**config.mk**
```make
export PLATFORM = sky130hd
export DESIGN_NAME = mem_loader
export DESIGN_NICKNAME = d
export VERILOG_FILES = /design/src/rtl/mem_loader_pkg.sv /design/src/rtl/mem_loader.sv
export SDC_FILE = /design/constraint.sdc
export NUM_CORES = 1
export LEC_CHECK = 0
export ABC_AREA = 0
export CAP_MARGIN = 40
export CORE_MARGIN = 8
export CORE_UTILIZATION = 34
export CTS_BUF_LIST = sky130_fd_sc_hd__clkbuf_4
export DETAILED_ROUTE_END_ITERATION = 10
export GPL_ROUTABILITY_DRIVEN = 1
export SYNTH_ARGS = -nofsm -noshare
export SYNTH_HDL_FRONTEND = slang
export SYNTH_SLANG_ARGS = --single-unit
```
**constraint.sdc**
```tcl
create_clock -name clk -period 2.3 [get_ports clk]
set_clock_uncertainty 0.2 [all_clocks]
set_input_delay 0.46 -clock clk [delete_from_list [all_inputs] [get_ports clk]]
set_output_delay 0.46 -clock clk [all_outputs]
set_load 0.02 [all_outputs]
```
**src/rtl/mem_loader_pkg.sv**
```systemverilog
// Shared definitions for the program loader/verifier and the 32 x 8 processor memory port.
package mem_loader_pkg;

  localparam int unsigned MEM_AW = 5;
  localparam int unsigned MEM_DW = 8;

  typedef enum logic [2:0] {
    StIdle,
    StLoad,
    StVerify,
    StDrain,
    StFin
  } state_e;

endpackage

```
**src/rtl/mem_loader.sv**
```systemverilog
// Streams bytes into memory from a base address, reads the region back and compares
// additive checksums of the written and read-back bytes.
module mem_loader
  import mem_loader_pkg::*;
#(
  parameter int unsigned AW = MEM_AW,
  parameter int unsigned DW = MEM_DW
) (
  input  logic          clk,
  input  logic          rst,
  input  logic          start,
  input  logic [AW-1:0] base_addr,
  input  logic [AW:0]   len,
  input  logic          in_valid,
  output logic          in_ready,
  input  logic [DW-1:0] in_data,
  output logic          mem_rd,
  output logic          mem_wr,
  output logic [AW-1:0] mem_addr,
  output logic [DW-1:0] mem_wdata,
  input  logic [DW-1:0] mem_rdata,
  output logic          busy,
  output logic          done,
  output logic          err,
  output logic [DW-1:0] load_sum,
  output logic [DW-1:0] read_sum
);

  state_e        state_q, state_d;
  logic [AW-1:0] ptr_q, ptr_d, base_q, base_d;
  logic [AW:0]   rem_q, rem_d, len_q, len_d;
  logic          mem_rd_q, mem_rd_d, mem_wr_q, mem_wr_d;
  logic [AW-1:0] mem_addr_q, mem_addr_d;
  logic [DW-1:0] mem_wdata_q, mem_wdata_d;
  logic          cap_vld_q;
  logic          done_q, done_d, err_q, err_d;
  logic [DW-1:0] load_sum_q, load_sum_d, read_sum_q, read_sum_d;

  always_comb begin
    state_d     = state_q;
    ptr_d       = ptr_q;
    base_d      = base_q;
    rem_d       = rem_q;
    len_d       = len_q;
    mem_rd_d    = 1'b0;
    mem_wr_d    = 1'b0;
    mem_addr_d  = mem_addr_q;
    mem_wdata_d = mem_wdata_q;
    done_d      = 1'b0;
    err_d       = err_q;
    load_sum_d  = load_sum_q;
    // Read data lags mem_rd by one cycle; cap_vld qualifies it.
    read_sum_d  = cap_vld_q ? read_sum_q + mem_rdata : read_sum_q;

    unique case (state_q)
      StIdle: begin
        if (start) begin
          base_d     = base_addr;
          len_d      = len;
          ptr_d      = base_addr;
          rem_d      = len;
          load_sum_d = '0;
          read_sum_d = '0;
          err_d      = 1'b0;
          if (len == '0) begin
            done_d  = 1'b1;
            state_d = StFin;
          end else begin
            state_d = StLoad;
          end
        end
      end
      StLoad: begin
        if (in_valid) begin
          mem_wr_d    = 1'b1;
          mem_addr_d  = ptr_q;
          mem_wdata_d = in_data;
          load_sum_d  = load_sum_q + in_data;
          ptr_d       = ptr_q + AW'(1);
          rem_d       = rem_q - (AW+1)'(1);
          if (rem_q == (AW+1)'(1)) begin
            ptr_d   = base_q;
            rem_d   = len_q;
            state_d = StVerify;
          end
        end
      end
      StVerify: begin
        mem_rd_d   = 1'b1;
        mem_addr_d = ptr_q;
        ptr_d      = ptr_q + AW'(1);
        rem_d      = rem_q - (AW+1)'(1);
        if (rem_q == (AW+1)'(1)) state_d = StDrain;
      end
      StDrain: state_d = StFin;
      StFin: begin
        state_d = StIdle;
        // The empty-load case already pulsed done on entry to FIN.
        if (len_q != '0) begin
          done_d = 1'b1;
          err_d  = (load_sum_q != read_sum_d);
        end
      end
      default: state_d = StIdle;
    endcase
  end

  always_ff @(posedge clk or posedge rst) begin
    if (rst) begin
      state_q     <= StIdle;
      ptr_q       <= '0;
      base_q      <= '0;
      rem_q       <= '0;
      len_q       <= '0;
      mem_rd_q    <= 1'b0;
      mem_wr_q    <= 1'b0;
      mem_addr_q  <= '0;
      mem_wdata_q <= '0;
      cap_vld_q   <= 1'b0;
      done_q      <= 1'b0;
      err_q       <= 1'b0;
      load_sum_q  <= '0;
      read_sum_q  <= '0;
    end else begin
      state_q     <= state_d;
      ptr_q       <= ptr_d;
      base_q      <= base_d;
      rem_q       <= rem_d;
      len_q       <= len_d;
      mem_rd_q    <= mem_rd_d;
      mem_wr_q    <= mem_wr_d;
      mem_addr_q  <= mem_addr_d;
      mem_wdata_q <= mem_wdata_d;
      cap_vld_q   <= mem_rd_q;
      done_q      <= done_d;
      err_q       <= err_d;
      load_sum_q  <= load_sum_d;
      read_sum_q  <= read_sum_d;
    end
  end

  assign in_ready  = (state_q == StLoad);
  assign busy      = (state_q != StIdle);
  assign mem_rd    = mem_rd_q;
  assign mem_wr    = mem_wr_q;
  assign mem_addr  = mem_addr_q;
  assign mem_wdata = mem_wdata_q;
  assign done      = done_q;
  assign err       = err_q;
  assign load_sum  = load_sum_q;
  assign read_sum  = read_sum_q;

endmodule

```
==> results.sh, run 1 <==
export IMPL_fmaxAchievable_mhz=388
export IMPL_drtAntennaViolNets=0
export IMPL_timing_hold_violations_final=0
export IMPL_cts_sink_count=59
export IMPL_power_internal_w=0.00348
export IMPL_total_number_of_vias=2980
export IMPL_cts_inserted_buffers=9
export IMPL_grt_setup_unrepaired="true"
export IMPL_violations="setup timing"
export IMPL_power_w=0.00579
export IMPL_cap_violations=0
export IMPL_critical_path_startpoint="read_sum[0]"
export IMPL_effective_utilization_at_floorplan_pct=35.1
export IMPL_vias_per_cell=4.93
export IMPL_critical_path_startpoint_type="flop"
export IMPL_power_frac_comb_pct=54.0
export IMPL_cp_max_fo=3
export IMPL_wl_per_cell_um=15.3
export IMPL_worstSkewPairLatency_ns=0.41
export IMPL_flow_area_growth_from_synthesis_pct=43.3
export IMPL_setup_violations=1
export IMPL_finalHoldWorstSlack_ns=0.213
export IMPL_buffers_on_ports=65
export IMPL_fin_crit_ns=2.57
export IMPL_fin_ws_ns=-0.274
export IMPL_synth_area_mm2=0.00343
export IMPL_synth_ff_type="sky130_fd_sc_hd__dfrtp_1"
export IMPL_final_layout_size_suffix_gt1_share_pct=25.6
export IMPL_postLayoutCoreUtil_pct=50.3
export IMPL_final_cell_mix="sky130_fd_sc_hd__dfrtp_1, sky130_fd_sc_hd__clkdlybuf4s50_1, sky130_fd_sc_hd__buf_4"
export IMPL_syn_avg_cell_area_um2=9.86
export IMPL_hold_buffer_count_at_cts=0
export IMPL_synth_lib_cells_used_distinct=57
export IMPL_regToRegSetupSlack_ns=-0.27
export IMPL_grt_max_degree=60
export IMPL_hold_path_class="input pin to async pin"
export IMPL_total_wirelength_mm=9.26
export IMPL_globalplace_congestion=0.818
export IMPL_outcome="finished with violations"
export IMPL_total_power_density_per_cell_area_mw_per_mm2=1180
export IMPL_final_net_count=517
export IMPL_logic_depth_of_the_worst_register_to_register_path=9
export IMPL_vias_in_the_first_global_route=3039
export IMPL_htree_num_levels=3
export IMPL_clock_tree_buffer_depth=2
export IMPL_drt_first_iter_violations=102
export IMPL_antenna_found_initial=0
export IMPL_sequentialPowerShare_pct=30.9
export IMPL_global_route_overflow_total=0
export IMPL_root_buffer="sky130_fd_sc_hd__clkbuf_4"
export IMPL_crit_type="flop to flop"
export IMPL_cts_clk_slew_worst_paths_ns=0.11
export IMPL_hpwl_mm=6.91
export IMPL_drv_slew=0
export IMPL_core_area_mm2=0.00977
export IMPL_synth_ff_latch_count=59
export IMPL_p_switching_w=0.00231
export IMPL_maxSlewHeadroom_pct=70.8
export IMPL_netlist_instances=348
export IMPL_synth_edf_count=0
export IMPL_pin_count=66
export IMPL_dieArea_mm2=0.0136
export IMPL_die_width_um=116
export IMPL_dieHeight_um=116
export IMPL_ys_warnings_count=0
export IMPL_reg2reg_from="read_sum[0]"
export IMPL_critPathRequiredTime_ns=2.39
export IMPL_critical_path_max_stage_delay_ns=0.44
export IMPL_leakage_dissipation_nw=2.24
export IMPL_clockPowerShare_pct=15.1
export IMPL_crit_slowest_cell="sky130_fd_sc_hd__dfrtp_2"
export IMPL_seq_area_frac_synth_pct=43.0
export IMPL_post_route_drc_count=0
export IMPL_globalRouteTotalUtil_pct=14.3
export IMPL_global_route_wire_length_before_repair_mm=15.1
export IMPL_power_switching_fraction_pct=39.9
export IMPL_crit_path_end_kind="flop"
export IMPL_cp_data_arrival_time_ns=2.66
export IMPL_tritoncts="yes"
export IMPL_min_period_over_period_pct=112
export IMPL_ys_async_sr_fraction_pct=100
export IMPL_fill_cells=942
export IMPL_fp_row_count=36
export IMPL_post_synthesis_net_count=398
export IMPL_reg2reg_to="err"
export IMPL_worstPathCellList="ha_4 > fa_2 > a21o_1 > a21oi_4 > o21ai_2 > xor2_1 > mux2i_1 > a2111oi_4 > a32oi_1"
export IMPL_max_vdd_ir_drop_v=0.000532
export IMPL_number_of_iterations_in_the_first_detailed_routing_pass=4
export IMPL_diodes=0
export IMPL_worst_slew_pin_transition_ns=0.432
-- how the worst max path moves through the flow --
stage                      to  slack, ns  depth (start not counted)
after floorplan           err      -0.25                          9
after global placement    err      -0.78                         10
after detailed placement  err      -0.87                         10
after CTS                 err      -0.36                          8
after global routing      err      -0.38                          9
final                     err      -0.27                          9
-- worst max-delay path, delay by kind of cell, from the launching register on --
kind | cells | cell delay, ns
AOI/OAI and AO/OA | 5 | 0.95
xor gates and xnor gates | 1 | 0.21
adders and majority gates | 2 | 0.49
DFF | 1 | 0.44
muxes | 1 | 0.15
-- repair_timing --
| action | in CTS | in global routing |
|---|---|---|
| setup buffers | 2 | 8 |
| gates resized for setup | 21 | 20 |
| pin swaps | 14 | 15 |
| setup endpoints to repair | 5 | 12 |
-- per-stage QoR --
step           setup TNS (ns)  cell area, um2  setup slack, ns  instances
2_1_floorplan          -0.252            3440           -0.252        348
3_3_place_gp            -3.54            4520           -0.779        579
3_5_place_dp            -3.91            4520           -0.870        579
4_1_cts                -0.365            4770           -0.356        597
5_1_grt                -0.505            4910           -0.384        605
6_report               -0.274            4910           -0.274        605
-- state kept, by name, indices dropped and copies added, names as in the netlist, 3 cells and up --
signal     count
read_sum       8
state_q        3
len_q          6
mem_wdata      8
base_q         5
rem_q          6
ptr_q          5
load_sum       8
mem_addr       5
-- cell usage after synthesis (3+ instances only) --
| cell type | count | share of area [%] |
|---|---|---|
| sky130_fd_sc_hd__a21o_1 | 5 | 1.1 |
| sky130_fd_sc_hd__nor2_1 | 26 | 2.8 |
| sky130_fd_sc_hd__mux2i_1 | 6 | 1.8 |
| sky130_fd_sc_hd__o21ai_0 | 23 | 3.4 |
| sky130_fd_sc_hd__and2_1 | 4 | 0.73 |
| sky130_fd_sc_hd__inv_1 | 7 | 0.77 |
| sky130_fd_sc_hd__a21oi_1 | 20 | 2.9 |
| sky130_fd_sc_hd__nand2_1 | 55 | 6.0 |
| sky130_fd_sc_hd__xor2_1 | 5 | 1.3 |
| sky130_fd_sc_hd__o21bai_1 | 3 | 0.66 |
| sky130_fd_sc_hd__ha_1 | 17 | 6.2 |
| sky130_fd_sc_hd__nor3_1 | 8 | 1.2 |
| sky130_fd_sc_hd__a221oi_1 | 5 | 1.3 |
| sky130_fd_sc_hd__xnor2_1 | 14 | 3.6 |
| sky130_fd_sc_hd__a22o_1 | 9 | 2.3 |
| sky130_fd_sc_hd__dfrtp_1 | 59 | 43 |
| sky130_fd_sc_hd__nor2b_1 | 3 | 0.55 |
| sky130_fd_sc_hd__nand3_1 | 4 | 0.58 |
| sky130_fd_sc_hd__buf_6 | 6 | 2.0 |
| sky130_fd_sc_hd__clkbuf_1 | 3 | 0.33 |
| sky130_fd_sc_hd__nand2b_1 | 8 | 1.5 |
| sky130_fd_sc_hd__mux2_2 | 14 | 4.6 |
-- power groups by stage --
stage / registers [W] / clock network, W / logic [W]
floorplan: 0.00197 / 0 / 0.00158
finish: 0.00179 / 0.000874 / 0.00313
global route: 0.00186 / 0.000942 / 0.00341
global placement: 0.00178 / 0 / 0.00283
detailed placement: 0.00179 / 0 / 0.00289
CTS: 0.00178 / 0.000897 / 0.00295
-- layer usage --
metal	track usage [%]	vias to the layer above	part of all wire [%]
li1	-	1482	-
met1	18.6	1400	47
met2	22.0	82	45
met3	3.15	16	6.8
met4	6.74	0	1.8
met5	0	-	0
-- cell type report --
| type | instances | area, um2 | area share, % |
|---|---|---|---|
| Multi-Input combinational cell | 264 | 1940 | 39.4 |
| Tap cell | 133 | 166 | 3.39 |
| Clock inverter | 6 | 88.8 | 1.81 |
| Timing Repair Buffer | 123 | 1120 | 22.7 |
| Sequential cell | 59 | 1480 | 30.1 |
| Inverter | 10 | 50.0 | 1.02 |
| Clock buffer | 10 | 75.1 | 1.53 |
-- logic make-up after synthesis --
group                    count (synthesis)  synth area share, %
adder cells (fa/ha/maj)                 19                 7.37
multiplexers                            22                 7.33
AO/OA/AOI/OAI                           87                 17.0
buffers and inverters                   25                 4.70
XOR/XNOR                                19                 4.85
AND/OR/NAND/NOR                        117                 15.7
flip-flops                              59                 43.0
Power figures use the tool's default switching activity.
==> run 2: changes to the inputs <==
Settings changed: CTS_CLUSTER_SIZE set to 25.
==> results of run 2 <==
No change in the layout: final DEF, timing and power equal those of run 1.
==> run 3: changes to the inputs <==
Settings changed: CAP_MARGIN 40 to 0, DONT_BUFFER_PORTS set to 1.
==> run 3 against run 2 <==
Net effect: the run still ends with setup timing left; worst setup slack better by 0.053 ns; total power down 13%; clock-buffer cell count unchanged; register-to-register slack gained 0.05 ns; wire length increased by 1.4%; non-clock buffer count fell by 63; combinational power is 27% lower; die area unchanged; clock power fell by 15%; sequential share of layout area increased by 5.0 points; largest cell class unchanged.
==> results.sh, run 3 (synthesis gave the netlist of run 1 again) <==
export IMPL_maxSlewHeadroom_pct=62.9
export IMPL_finalHoldWorstSlack_ns=0.0224
export IMPL_pre_cts_slack_ns=-0.401
export IMPL_grt_setup_unrepaired="true"
export IMPL_leakage_dissipation_nw=1.91
export IMPL_crit_path_end_kind="flop"
export IMPL_postLayoutCoreUtil_pct=43.1
export IMPL_root_buffer="sky130_fd_sc_hd__clkbuf_4"
export IMPL_final_instance_count_excl_fill=542
export IMPL_post_place_cells=504
export IMPL_buffers_on_ports=0
export IMPL_cts_inserted_buffers=9
export IMPL_globalplace_congestion=0.806
export IMPL_max_vdd_ir_drop_v=0.000474
export IMPL_number_of_iterations_in_the_first_detailed_routing_pass=4
export IMPL_final_net_count=454
export IMPL_dieArea_mm2=0.0136
export IMPL_hpwl_mm=6.87
export IMPL_cts_sink_count=59
export IMPL_vias_in_the_first_global_route=2853
export IMPL_outcome="finished with violations"
export IMPL_post_route_drc_count=0
export IMPL_critPathRequiredTime_ns=2.37
export IMPL_htree_num_levels=3
export IMPL_effective_utilization_at_floorplan_pct=35.1
export IMPL_drtAntennaViolNets=0
export IMPL_final_layout_size_suffix_gt1_share_pct=23.0
export IMPL_pin_count=66
export IMPL_timing_hold_violations_final=0
export IMPL_die_width_um=116
export IMPL_cap_violations=0
export IMPL_dieHeight_um=116
export IMPL_post_dp_cell_area_mm2=0.00381
export IMPL_fin_ws_ns=-0.221
export IMPL_antenna_found_initial=0
export IMPL_global_route_wire_length_before_repair_mm=15.1
export IMPL_total_wirelength_mm=9.40
export IMPL_min_from="in_data[5]"
export IMPL_drv_slew=0
export IMPL_vias_per_cell=5.17
export IMPL_clock_tree_buffer_depth=2
export IMPL_globalRouteTotalUtil_pct=14.5
export IMPL_cts_clk_slew_worst_paths_ns=0.11
export IMPL_worst_slew_pin_transition_ns=0.556
export IMPL_setup_violations=2
export IMPL_crit_slowest_cell="sky130_fd_sc_hd__dfrtp_2"
export IMPL_fin_crit_ns=2.52
export IMPL_critical_path_startpoint_type="flop"
export IMPL_critical_path_max_stage_delay_ns=0.44
export IMPL_min_period_over_period_pct=110
export IMPL_drt_first_iter_violations=128
export IMPL_violations="setup timing"
export IMPL_total_number_of_vias=2801
export IMPL_worstPathCellList="ha_4 > fa_2 > a21o_1 > a21oi_4 > o21ai_2 > xor2_1 > mux2i_1 > a2111oi_2 > a32oi_1"
export IMPL_global_route_overflow_total=0
export IMPL_crit_type="flop to flop"
export IMPL_cp_max_fo=3
export IMPL_diodes=0
export IMPL_tritoncts="yes"
export IMPL_wl_per_cell_um=17.3
export IMPL_flow_area_growth_from_synthesis_pct=22.8
export IMPL_final_cell_mix="sky130_fd_sc_hd__dfrtp_1, sky130_fd_sc_hd__nand2_1, sky130_fd_sc_hd__buf_4"
export IMPL_worstSkewPairLatency_ns=0.41
export IMPL_cp_data_arrival_time_ns=2.59
export IMPL_core_area_mm2=0.00977
export IMPL_fin_area_mm2=0.00421
export IMPL_reg2reg_from="read_sum[0]"
export IMPL_grt_max_degree=27
export IMPL_hold_path_class="input pin to flop"
export IMPL_fmaxAchievable_mhz=397
export IMPL_fp_row_count=36
export IMPL_most_common_cell_after_layout_fill_and_taps_aside="sky130_fd_sc_hd__dfrtp_1"
export IMPL_total_power_density_per_cell_area_mw_per_mm2=1190
export IMPL_critical_path_startpoint="read_sum[0]"
[run 3: path summary, 6_finish.rpt]
path                                 to  slack [ns]  cells past startpoint
max                                 err       -0.22                      9
min                        mem_wdata[5]        0.02                      1
max in group asynchronous  mem_wdata[3]        0.96                      3
min in group asynchronous   mem_addr[3]        0.34                      2
min reg2reg                   base_q[3]        0.29                      2
max reg2reg                         err       -0.22                      9
[run 3: layer usage]
| layer | GRT usage (%) | wire length [um] | part of all wire [%] |
|---|---|---|---|
| met1 | 18.2 | 4100 | 44 |
| met2 | 22.8 | 4470 | 48 |
| met3 | 4.50 | 719 | 7.7 |
| met4 | 5.36 | 104 | 1.1 |
| met5 | 0 | 0 | 0 |
[run 3: where the power goes]
| group | switching (W) | internal (W) |
|---|---|---|
| Sequential | 0.000546 | 0.00143 |
| Combinational | 0.00123 | 0.00107 |
| Clock | 0.000409 | 0.000335 |
| Total | 0.00218 | 0.00284 |
[run 3: cell type report]
| type | count | area [um2] |
|---|---|---|
| clock buffer | 10 | 75.1 |
| clock inverter | 6 | 56.3 |
| fill | 958 | 5560 |
| inverter | 10 | 50.0 |
| multi-input combinational | 264 | 1870 |
| sequential | 59 | 1480 |
| tap | 133 | 166 |
| timing repair buffer | 60 | 520 |
[run 3: critical path, delay by kind of cell, from the launching register on]
| family | cells | cell delay [ns] |
|---|---|---|
| fa+ha+maj | 2 | 0.51 |
| mux | 1 | 0.12 |
| flops | 1 | 0.44 |
| xor+xnor | 1 | 0.19 |
| compound gates | 5 | 0.92 |
[run 3: through the flow]
step	TNS (ns)	total power (W)
after floorplan	-0.252	0.00355
after CTS	-0.278	0.00499
after global routing	-0.593	0.00541
after global placement	-0.500	0.00409
after detailed placement	-0.549	0.00417
final	-0.230	0.00503
[run 3: what timing repair did]
item                                    CTS  global route
endpoints found under the setup margin    3             6
pin swaps                                 6             3
gates resized for setup                   5             6
hold buffers                             17             1
setup buffers                             2             2
hold endpoints to repair                 39             1
